**config.mk**
```make
export PLATFORM = sky130hd
export DESIGN_NAME = crack_dispatcher_flat
export DESIGN_NICKNAME = d
export VERILOG_FILES = /design/src/rtl/crack_dispatcher_if.sv /design/src/rtl/crack_dispatcher.sv /design/src/flat_wrapper.sv
export SDC_FILE = /design/constraint.sdc
export NUM_CORES = 1
export LEC_CHECK = 0
export BUFFER_PORTS_ARGS = -buffer_cell sky130_fd_sc_hd__buf_4
export CORE_AREA = 3 3 117 119
export CTS_BUF_LIST = sky130_fd_sc_hd__clkbuf_2
export CTS_CLUSTER_DIAMETER = 50
export DETAILED_ROUTE_END_ITERATION = 10
export DIE_AREA = 0 0 120 122
export PLACE_DENSITY_LB_ADDON = 0.15
export REMOVE_ABC_BUFFERS = 1
export SYNTH_ARGS = -nofsm -noshare
export SYNTH_HDL_FRONTEND = slang
export SYNTH_SLANG_ARGS = --single-unit
```
**constraint.sdc**
```tcl
create_clock -name clk -period 4.3 [get_ports clk]
set_clock_uncertainty 0.2 [all_clocks]
set_input_delay 0.43 -clock clk [delete_from_list [all_inputs] [get_ports clk]]
set_output_delay 0.43 -clock clk [all_outputs]
set_load 0.05 [all_outputs]
```
**src/rtl/crack_dispatcher_if.sv**
```systemverilog
// Handshake bundle between the top-level control, the crack-core array and crack_dispatcher.
// The dispatcher connects through the slave modport; control and cores connect through master.
interface crack_dispatcher_if #(
  parameter int NCORES = 4,
  parameter int KEY_W  = 24
);
  logic                      start;
  logic                      stop;
  logic [NCORES-1:0]         core_start;
  logic [NCORES*KEY_W-1:0]   core_key;
  logic [NCORES-1:0]         core_done;
  logic [NCORES-1:0]         core_found;
  logic                      busy;
  logic                      found;
  logic                      exhausted;
  logic [KEY_W-1:0]          key_out;
  logic [KEY_W:0]            keys_tried;

  modport master (
    output start, stop, core_done, core_found,
    input  core_start, core_key, busy, found, exhausted, key_out, keys_tried
  );

  modport slave (
    input  start, stop, core_done, core_found,
    output core_start, core_key, busy, found, exhausted, key_out, keys_tried
  );
endinterface

```
**src/rtl/crack_dispatcher.sv**
```systemverilog
// Key-space dispatcher for NCORES ARC4 crack cores: hands out keys 0..KEY_LAST, latches the first match.
// Optional CRACK_DISPATCH_STATS_EN builds the keys_tried verdict counter; otherwise keys_tried reads 0.
module crack_dispatcher #(
  parameter int               NCORES   = 4,
  parameter int               KEY_W    = 24,
  parameter logic [KEY_W-1:0] KEY_LAST = {KEY_W{1'b1}}
) (
  input logic              clk,
  input logic              rst,
  crack_dispatcher_if.slave bus
);

  typedef enum logic [1:0] {S_IDLE, S_RUN, S_DRAIN, S_DONE} state_e;

  localparam logic [KEY_W:0] KEY_END = {1'b0, KEY_LAST};

  state_e                  state_q, state_d;
  logic [NCORES-1:0]       active_q, active_d;
  logic [NCORES-1:0]       core_start_q, core_start_d;
  logic [NCORES*KEY_W-1:0] core_key_q, core_key_d;
  logic                    busy_q, busy_d;
  logic                    found_q, found_d;
  logic                    exhausted_q, exhausted_d;
  logic [KEY_W-1:0]        key_out_q, key_out_d;
  logic [KEY_W:0]          next_key_q, next_key_d;

  logic [NCORES-1:0]       done_v;
  logic                    keys_left;
  logic                    match_hit;
  logic [KEY_W-1:0]        match_key;
  logic                    launch_en;
  logic                    launched;
  logic [KEY_W:0]          launch_key;

  // Verdicts from cores we did not launch (e.g. abandoned by reset) are dropped here.
  assign done_v    = bus.core_done & active_q;
  assign keys_left = (next_key_q <= KEY_END);

  always_comb begin
    match_hit = 1'b0;
    match_key = '0;
    for (int i = 0; i < NCORES; i++) begin
      if (!match_hit && done_v[i] && bus.core_found[i]) begin
        match_hit = 1'b1;
        match_key = core_key_q[i*KEY_W +: KEY_W];
      end
    end
  end

  always_comb begin
    state_d      = state_q;
    active_d     = active_q & ~done_v;
    core_start_d = '0;
    core_key_d   = core_key_q;
    found_d      = found_q;
    exhausted_d  = exhausted_q;
    key_out_d    = key_out_q;
    next_key_d   = next_key_q;
    launch_en    = 1'b0;
    launch_key   = next_key_q;
    launched     = 1'b0;

    case (state_q)
      S_IDLE, S_DONE: begin
        if (bus.start) begin
          found_d     = 1'b0;
          exhausted_d = 1'b0;
          key_out_d   = '0;
          next_key_d  = '0;
          launch_key  = '0;
          launch_en   = 1'b1;
          state_d     = S_RUN;
        end
      end
      S_RUN: begin
        // Match outranks stop, stop outranks exhaustion; none of them launch this cycle.
        if (match_hit || bus.stop) begin
          if (match_hit) begin
            found_d   = 1'b1;
            key_out_d = match_key;
          end
          state_d = (active_d == '0) ? S_DONE : S_DRAIN;
        end else if (!keys_left) begin
          if (active_d == '0) begin
            exhausted_d = 1'b1;
            state_d     = S_DONE;
          end
        end else begin
          launch_en = 1'b1;
        end
      end
      S_DRAIN: begin
        if (active_d == '0) state_d = S_DONE;
      end
      default: state_d = S_IDLE;
    endcase

    // A core finishing this cycle is not relaunched until the next one.
    for (int i = 0; i < NCORES; i++) begin
      if (launch_en && !launched && !active_q[i] && !bus.core_done[i]) begin
        launched                     = 1'b1;
        active_d[i]                  = 1'b1;
        core_start_d[i]              = 1'b1;
        core_key_d[i*KEY_W +: KEY_W] = launch_key[KEY_W-1:0];
        next_key_d                   = launch_key + 1'b1;
      end
    end

    busy_d = (state_d == S_RUN) || (state_d == S_DRAIN);
  end

  always_ff @(posedge clk) begin
    if (rst) begin
      state_q      <= S_IDLE;
      active_q     <= '0;
      core_start_q <= '0;
      core_key_q   <= '0;
      busy_q       <= 1'b0;
      found_q      <= 1'b0;
      exhausted_q  <= 1'b0;
      key_out_q    <= '0;
      next_key_q   <= '0;
    end else begin
      state_q      <= state_d;
      active_q     <= active_d;
      core_start_q <= core_start_d;
      core_key_q   <= core_key_d;
      busy_q       <= busy_d;
      found_q      <= found_d;
      exhausted_q  <= exhausted_d;
      key_out_q    <= key_out_d;
      next_key_q   <= next_key_d;
    end
  end

`ifdef CRACK_DISPATCH_STATS_EN
  logic [KEY_W:0] keys_tried_q, keys_tried_d;

  always_comb begin
    keys_tried_d = keys_tried_q;
    if ((state_q == S_IDLE || state_q == S_DONE) && bus.start) begin
      keys_tried_d = '0;
    end else if (state_q == S_RUN || state_q == S_DRAIN) begin
      for (int i = 0; i < NCORES; i++) begin
        keys_tried_d = keys_tried_d + (KEY_W+1)'(done_v[i]);
      end
    end
  end

  always_ff @(posedge clk) begin
    if (rst) keys_tried_q <= '0;
    else     keys_tried_q <= keys_tried_d;
  end

  assign bus.keys_tried = keys_tried_q;
`else
  assign bus.keys_tried = '0;
`endif

  assign bus.core_start = core_start_q;
  assign bus.core_key   = core_key_q;
  assign bus.busy       = busy_q;
  assign bus.found      = found_q;
  assign bus.exhausted  = exhausted_q;
  assign bus.key_out    = key_out_q;

endmodule

```
**src/flat_wrapper.sv**
```systemverilog
// flat-port wrapper written by rule: the top's interface ports become plain ports
module crack_dispatcher_flat 
#(
  parameter int               NCORES   = 4,
  parameter int               KEY_W    = 24,
  parameter logic [KEY_W-1:0] KEY_LAST = {KEY_W{1'b1}}
)
  (clk, rst, bus_start, bus_stop, bus_core_done, bus_core_found, bus_core_start, bus_core_key, bus_busy, bus_found, bus_exhausted, bus_key_out, bus_keys_tried);
  crack_dispatcher_if #(.NCORES(NCORES), .KEY_W(KEY_W)) bus_i ();
  input logic clk;
  input logic rst;
  input wire logic [$bits(bus_i.start)-1:0] bus_start;
  input wire logic [$bits(bus_i.stop)-1:0] bus_stop;
  input wire logic [$bits(bus_i.core_done)-1:0] bus_core_done;
  input wire logic [$bits(bus_i.core_found)-1:0] bus_core_found;
  output wire logic [$bits(bus_i.core_start)-1:0] bus_core_start;
  output wire logic [$bits(bus_i.core_key)-1:0] bus_core_key;
  output wire logic [$bits(bus_i.busy)-1:0] bus_busy;
  output wire logic [$bits(bus_i.found)-1:0] bus_found;
  output wire logic [$bits(bus_i.exhausted)-1:0] bus_exhausted;
  output wire logic [$bits(bus_i.key_out)-1:0] bus_key_out;
  output wire logic [$bits(bus_i.keys_tried)-1:0] bus_keys_tried;
  assign bus_i.start = bus_start;
  assign bus_i.stop = bus_stop;
  assign bus_i.core_done = bus_core_done;
  assign bus_i.core_found = bus_core_found;
  assign bus_core_start = bus_i.core_start;
  assign bus_core_key = bus_i.core_key;
  assign bus_busy = bus_i.busy;
  assign bus_found = bus_i.found;
  assign bus_exhausted = bus_i.exhausted;
  assign bus_key_out = bus_i.key_out;
  assign bus_keys_tried = bus_i.keys_tried;
  crack_dispatcher #(.NCORES(NCORES), .KEY_W(KEY_W), .KEY_LAST(KEY_LAST)) u_core (.clk(clk), .rst(rst), .bus(bus_i));
endmodule
```
==> reports/metrics.cfg, run 1 <==
[synthesis]
synth-edff-count=0
ys_ff_latch=158
synth_top_flop_cell=dfxtp_1
netlist_instances=806
yosysSeqAreaShare_pct=44.5
async_flop_share_pct=0
ys_warn_count=0
netlist-cell-type-count=61
syn_avg_cell_area_um2=8.83
synth_area_um2=7110

[hold_path]
hold_end=u_core.next_key_q[11]$_SDFF_PP0_
hp-start=bus_stop
worstHoldPathCells=6
holdCritPathClass=in2reg

[worst_setup_path]
worstSetupPathType=reg2reg
slowest_delay_ns=0.51
crit_family=simple AND/OR/NAND/NOR gates
worst_r2r_endpoint=u_core.next_key_q[20]$_SDFF_PP0_
cpMaxStageDelayCell=or4_4
critPathMostFrequentCell=ha_1
arrival_ns=3.97
r2r-start=u_core.state_q[0]$_SDFF_PP0_
ff2ff_path_depth=10
crit_fanout=23
critPathBufInv=2
start_kind=flip-flop
crit_path_cell_trace=inv_1 > ha_1 > nand2_1 > buf_4 > and2_1 > ha_1 > nand3_1 > or4_4 > or4_1 > a21oi_1
crit_path_end_kind=flip-flop
crit_required_ns=4.75
r2r_slack_ns=0.78

[cells_and_area]
drive_gt1_share_pct=22.2
diodes=0
area_delta_synth_final_pct=19.1
finalNetCount=936
final_core_util_pct=66.9
fillerInstances=1090

[global_route]
grt_use_total_pct=28.5
grt_max_degree=45
grt_pass1_wl_um=33100
grt_pass1_vias=6265
grt.overflow.total=0
antenna_found_initial=0

[clock_network]
post_cts_resized=0
cts_buffer_depth=2
cts_htree_levels=4
tritoncts=built
worst_skew_pair.late_latency_ns=0.72
hold_buffers=8
cts_setup_buffers=0
clkTransAtPathRegs_ns=0.22
cts_sinks=158
cts_buffers=17
cts_root_buffer=clkbuf_2

[run]
cap_violations=0

[timing]
period_needed_ns=3.52
setup_viol=0
fin_ws_ns=0.777
layout_worst_path_cycle_share_pct=81.9
rsz0062_at_grt=no
maxSlewHeadroom_pct=13.0
max_freq_ghz=0.284
maxSlewViolCount=0
worst_pin_slew_ns=1.30
hold_viol_final=0
setup_tns_ns=0

[detailed_routing]
drt_first_pass_iters=5
vias=6627
route.detailed.wl_per_inst_um=19.2
drt_wl_total_um=21200
via_per_inst=5.99
antenna_left=0
dr.first_iter.drc_count=514
drc_errors=0

[placed_design]
dp_slack_ns=0.851
io_buffer_count=138
hpwl_um=14400
gp_congestion=0.951

[outcome]
status=finished clean

[floorplanning]
rows=41
die-area_um2=14600
initial_core_util_pct=56.1
die_w_um=120
coreArea_um2=12700
ios=164
die_h_um=122

[power_and_ir_drop]
power.density_nw_per_um2=333
power_leakage_uw=0.00346
ir_drop_uv=208

[sequential cells by signal, summed over array words and instances (netlist names)]
name,cells
u_core.next_key_q,25
u_core.bus.core_key,96
u_core.bus.found,1
u_core.bus.core_start,4
u_core.bus.busy,1
u_core.state_q,2
u_core.bus.exhausted,1
u_core.bus.key_out,24
u_core.active_q,4
[how the worst max path moves through the flow]
stage,slack [ns],depth (start not counted),startpoint,to
finish,0.78,10,u_core.state_q[0]$_SDFF_PP0_,u_core.next_key_q[20]$_SDFF_PP0_
CTS,0.78,10,u_core.state_q[0]$_SDFF_PP0_,u_core.next_key_q[20]$_SDFF_PP0_
detailed placement,0.85,10,u_core.state_q[0]$_SDFF_PP0_,u_core.next_key_q[20]$_SDFF_PP0_
global placement,1.0,10,u_core.state_q[0]$_SDFF_PP0_,u_core.next_key_q[20]$_SDFF_PP0_
floorplan,0.54,6,u_core.state_q[0]$_SDFF_PP0_,u_core.bus.core_key[10]$_SDFFE_PP0N_
global route,0.51,10,u_core.state_q[0]$_SDFF_PP0_,u_core.next_key_q[20]$_SDFF_PP0_
[synth_stat cells (2+ instances only)]
library cell  number  area [um^2]
dfxtp_1          158         3160
nand2_1          113          424
a21oi_1           59          295
mux2i_1           55          551
o21ai_0           55          275
a22oi_1           46          345
clkbuf_1          46          173
nand3_1           38          190
buf_4             27          203
a22o_1            24          210
nor2_1            23         86.3
nand4_1           14         87.6
buf_2             11         55.1
inv_1              9         33.8
o211ai_1           9         67.6
or3_1              9         56.3
and2_1             8         50.1
or4_1              8         60.1
o31ai_1            7         52.6
and3_1             6         37.5
and4_1             6         52.6
nor2b_1            6         37.5
nor4_1             6         37.5
nor3_1             5         25.0
buf_1              4         15.0
xnor2_1            4         35.0
a221oi_1           3         26.3
a31o_2             3         26.3
buf_6              3         33.8
ha_1               3         37.5
a2111oi_0          2         17.5
a211oi_1           2         15.0
a21boi_2           2         22.5
a21o_1             2         15.0
a31oi_4            2         42.5
nor3b_1            2         15.0
o21a_1             2         15.0
[cells in the final DEF (no fill, tap or decap), drive strengths merged, types with 3 or more instances in the layout]
| master | synthesis | layout |
|---|---|---|
| and4 | 6 | 6 |
| a21boi | 3 | 3 |
| dlygate4sd3 | 0 | 8 |
| clkinvlp | 0 | 3 |
| dfxtp | 158 | 158 |
| a31o | 3 | 3 |
| buf | 45 | 155 |
| a31oi | 3 | 3 |
| and3 | 6 | 6 |
| nand3 | 39 | 39 |
| nand2 | 114 | 114 |
| or4 | 9 | 9 |
| clkbuf | 46 | 21 |
| xnor2 | 4 | 4 |
| o211ai | 9 | 9 |
| inv | 9 | 10 |
| nand4 | 14 | 14 |
| or3 | 9 | 9 |
| clkinv | 0 | 3 |
| nor4 | 6 | 6 |
| bufinv | 0 | 4 |
| o22ai | 3 | 3 |
| nor2b | 6 | 6 |
| and2 | 8 | 8 |
| mux2i | 55 | 55 |
| nor2 | 24 | 24 |
| a221oi | 3 | 3 |
| a21oi | 59 | 59 |
| a22o | 24 | 24 |
| o31ai | 7 | 7 |
| nor3 | 5 | 5 |
| conb | 1 | 25 |
| o21ai | 55 | 55 |
| ha | 3 | 3 |
| a22oi | 46 | 46 |
[layout make-up]
| cell class | instances | area (um^2) | share of cell area [%] |
|---|---|---|---|
| timing repair buffer | 163 | 1240 | 14.7 |
| clock inverter | 11 | 165 | 1.95 |
| clock buffer | 21 | 105 | 1.24 |
| tap | 172 | 215 | 2.54 |
| sequential | 158 | 3160 | 37.3 |
| multi-input combinational | 572 | 3550 | 41.9 |
| inverter | 9 | 33.8 | 0.399 |
[layer usage]
metal / global-route usage, % / vias up / wire (um)
met1: 36.5 / 3200 / 9030
met2: 48.7 / 287 / 10300
met5: 0 / - / 0
met4: 8.09 / 0 / 333
met3: 6.17 / 33 / 1490
li1: - / 3107 / -
[kinds of logic (layout without fill, tap and decap cells)]
| family | Yosys count | in the layout | share of synthesized area (%) |
|---|---|---|---|
| mux | 55 | 55 | 7.74 |
| buf+inv | 100 | 204 | 7.21 |
| compound gates | 230 | 230 | 21.9 |
| other cells | 1 | 25 | 0.0527 |
| xor+xnor | 5 | 5 | 0.616 |
| fa+ha+maj | 3 | 3 | 0.528 |
| flops | 158 | 158 | 44.5 |
| simple gates | 254 | 254 | 17.4 |
[where the power goes]
group	internal (uW)	switching [uW]	total (uW)
Combinational	106	318	424
Sequential	1480	11.8	1490
Clock	389	518	907
[worst reg2reg max path, stage by stage (launching register included)]
cell and delay, ns:
dfxtp_1 0.44, inv_1 0.09, ha_1 0.45, nand2_1 0.15, buf_4 0.26, and2_1 0.28, ha_1 0.32, nand3_1 0.14
or4_4 0.51, or4_1 0.44, a21oi_1 0.17
[stage by stage]
step	instances	hold WS [ns]	total power (uW)	cell area [um^2]
floorplan	739	0.260	1790	6730
global placement	1066	0.263	1930	8120
detailed placement	1066	0.268	1930	8120
CTS	1106	0.00856	2830	8470
global route	1106	0.0303	2910	8470
finish	1106	0.0617	2820	8470
No activity file was read; power rests on OpenSTA's default activity.
==> run 2: changes to the inputs <==
==> constraint.sdc (replaced) <==
create_clock -name clk -period 3.3 [get_ports clk]
set_clock_uncertainty 0.2 [all_clocks]
set_input_delay 0.33 -clock clk [delete_from_list [all_inputs] [get_ports clk]]
set_output_delay 0.33 -clock clk [all_outputs]
set_load 0.05 [all_outputs]
==> run 2 against run 1 <==
Against the previous run: worst hold slack gained 0.062 ns; non-clock buffer count grew 14; cell count increased by 1.3%; sequential cell count unchanged; design area rose by 0.74%; first-iteration DRC count is 27% higher; sequential power grew 31%; critical path depth fell by 1; critical path type unchanged; highest routed layer unchanged.
==> reports/metrics.cfg, run 2 (synthesized netlist as in run 1, its figures left out) <==
[detailed_routing]
dr.first_iter.drc_count=653  ; was 514
via_per_inst=6.08  ; was 5.99
route.detailed.wl_per_inst_um=19.2  ; about the same
vias=6814  ; was 6627
drt_wl_total_um=21500  ; was 21200 um
antenna_left=0  ; unchanged
drc_errors=0  ; unchanged
drt_first_pass_iters=5  ; unchanged

[cells_and_area]
final_area_um2=8530  ; was 8470 um^2
drive_gt1_share_pct=22.9  ; was 22.2%
finalNetCount=950  ; was 936
largest_reg_flops=96  ; unchanged
area_delta_synth_final_pct=20.0  ; was 19.1%
mostFrequentLayoutCells=buf_4, dfxtp_1, nand2_1  ; was dfxtp_1, buf_4, nand2_1
final_common_cell=buf_4  ; was dfxtp_1
diodes=0  ; unchanged

[clock_network]
cts_sinks=158  ; unchanged
cts_buffer_depth=2  ; unchanged
cts_buffers=17  ; unchanged
cts_setup_buffers=0  ; unchanged
tritoncts=built  ; unchanged
cts_htree_levels=4  ; unchanged
cts_root_buffer=clkbuf_2  ; unchanged
worst_skew_pair.late_latency_ns=0.72  ; about the same
clkTransAtPathRegs_ns=0.23  ; was 0.22 ns

[timing]
maxSlewViolCount=0  ; unchanged
worst_pin_slew_ns=0.992  ; was 1.30 ns
max_freq_ghz=0.324  ; was 0.284 GHz
fin_ws_ns=0.218  ; was 0.777 ns
period_needed_ns=3.08  ; was 3.52 ns
maxSlewHeadroom_pct=33.9  ; was 13.0%
layout_worst_path_cycle_share_pct=93.4  ; was 81.9%
rsz0062_at_grt=no  ; unchanged
setup_viol=0  ; unchanged
hold_viol_final=0  ; unchanged

[placed_design]
io_buffer_count=138  ; unchanged
place_area_um2=8220  ; was 8120 um^2
hpwl_um=14600  ; was 14400 um
dp_slack_ns=0.171  ; was 0.851 ns
gp_congestion=0.923  ; was 0.951

[worst_setup_path]
start_kind=flip-flop  ; unchanged
critPathMostFrequentCell=ha_1  ; unchanged
worstSetupPathType=reg2reg  ; unchanged
slowest_delay_ns=0.52  ; was 0.51 ns
crit_required_ns=3.75  ; was 4.75 ns
cpMaxStageDelayCell=or4_4  ; unchanged
arrival_ns=3.54  ; was 3.97 ns
crit_path_cell_trace=inv_1 > ha_1 > nand2_1 > and2_1 > ha_1 > nand3_1 > or4_4 > or4_1 > a21oi_1  ; was inv_1 > ha_1 > nand2_1 > buf_4 > and2_1 > ha_1 > nand3_1 > or4_4 > or4_1 > a21oi_1
crit_path_end_kind=flip-flop  ; unchanged
crit_fanout=12  ; was 23

[global_route]
grt_pass1_vias=6525  ; was 6265
grt_max_degree=48  ; was 45
grt_use_total_pct=29.0  ; was 28.5%
grt.overflow.total=0  ; unchanged
grt_pass1_wl_um=33900  ; was 33100 um
antenna_found_initial=0  ; unchanged

[floorplanning]
die-area_um2=14600  ; unchanged
initial_core_util_pct=56.1  ; unchanged
coreArea_um2=12700  ; unchanged
rows=41  ; unchanged
die_h_um=122  ; unchanged
ios=164  ; unchanged
die_w_um=120  ; unchanged

[hold_path]
holdCritPathClass=in2reg  ; unchanged

[run]
cap_violations=0  ; unchanged

[outcome]
status=finished clean  ; unchanged

[power_and_ir_drop]
power_leakage_uw=0.00351  ; was 0.00346 uW
power.density_nw_per_um2=409  ; was 333 nW/um^2
ir_drop_uv=268  ; was 208 uV

-- run 2: cell types whose count changed in the layout (fill, tap and decap cells not counted), sizes merged --
| cell | change |
|---|---|
| buf | +11 |
| clkinv | +5 |
| dlygate4sd3 | +3 |
| clkinvlp | -3 |
| bufinv | -3 |
| clkbuf | +1 |
-- run 2: timing repair --
| item | 4_1_cts | 5_1_grt |
|---|---|---|
| hold buffers | 11 | 0 |
| setup endpoints to repair | 0 | 12 |
| gates resized for setup | 0 | 1 |
| hold endpoints to repair | 78 | 0 |
-- run 2: critical path: cells and delay by family (launching register included) --
family / cells / cell delay, ns
AOI/OAI and AO/OA: 1 / 0.16
adders and majority gates: 2 / 0.74
buffers and inverters: 1 / 0.08
DFF: 1 / 0.44
and+or+nand+nor: 5 / 1.40
-- run 2: path summary, 6_finish.rpt --
path,startpoint,end,slack [ns],cells past startpoint
worst max-delay path,u_core.state_q[0]$_SDFF_PP0_,u_core.next_key_q[20]$_SDFF_PP0_,0.22,9
worst min-delay path,bus_core_found[1],u_core.bus.busy$_SDFF_PP0_,0.12,5
worst max register to register,u_core.state_q[0]$_SDFF_PP0_,u_core.next_key_q[20]$_SDFF_PP0_,0.22,9
worst min register to register,u_core.bus.core_key[67]$_SDFFE_PP0P_,u_core.bus.core_key[67]$_SDFFE_PP0P_,0.29,2
-- run 2: per-layer routing --
metal  vias up  part of all wire, %  GRT usage, %
met3        42                  8.2          5.34
met2       344                   48          48.4
met4         0                  2.1          10.5
met5         -                    0             0
li1       3139                    -             -
met1      3289                   42          37.8
-- run 2: through the flow --
step                utilization (%)  setup TNS [ns]  cells  hold slack (ns)  total power (uW)
global route                   67.4               0   1120            0.129              3620
CTS                            67.3               0   1120           0.0390              3490
global placement               64.8               0   1077            0.263              2540
finish                         67.4               0   1120            0.124              3490
detailed placement             64.8               0   1077            0.266              2540
floorplan                         -          -11.07    739            0.199              2330
-- run 2: area by class of cell --
| class | instances | area [um^2] |
|---|---|---|
| clock buffer | 22 | 110 |
| clock inverter | 10 | 91.3 |
| fill | 1082 | 4140 |
| inverter | 9 | 33.8 |
| multi-input combinational | 572 | 3550 |
| sequential | 158 | 3160 |
| tap | 172 | 215 |
| timing repair buffer | 177 | 1370 |
-- run 2: where the power goes --
group	switching, uW	internal (uW)
combinational	426	160
sequential	14.8	1930
clock	672	287
total	1110	2380
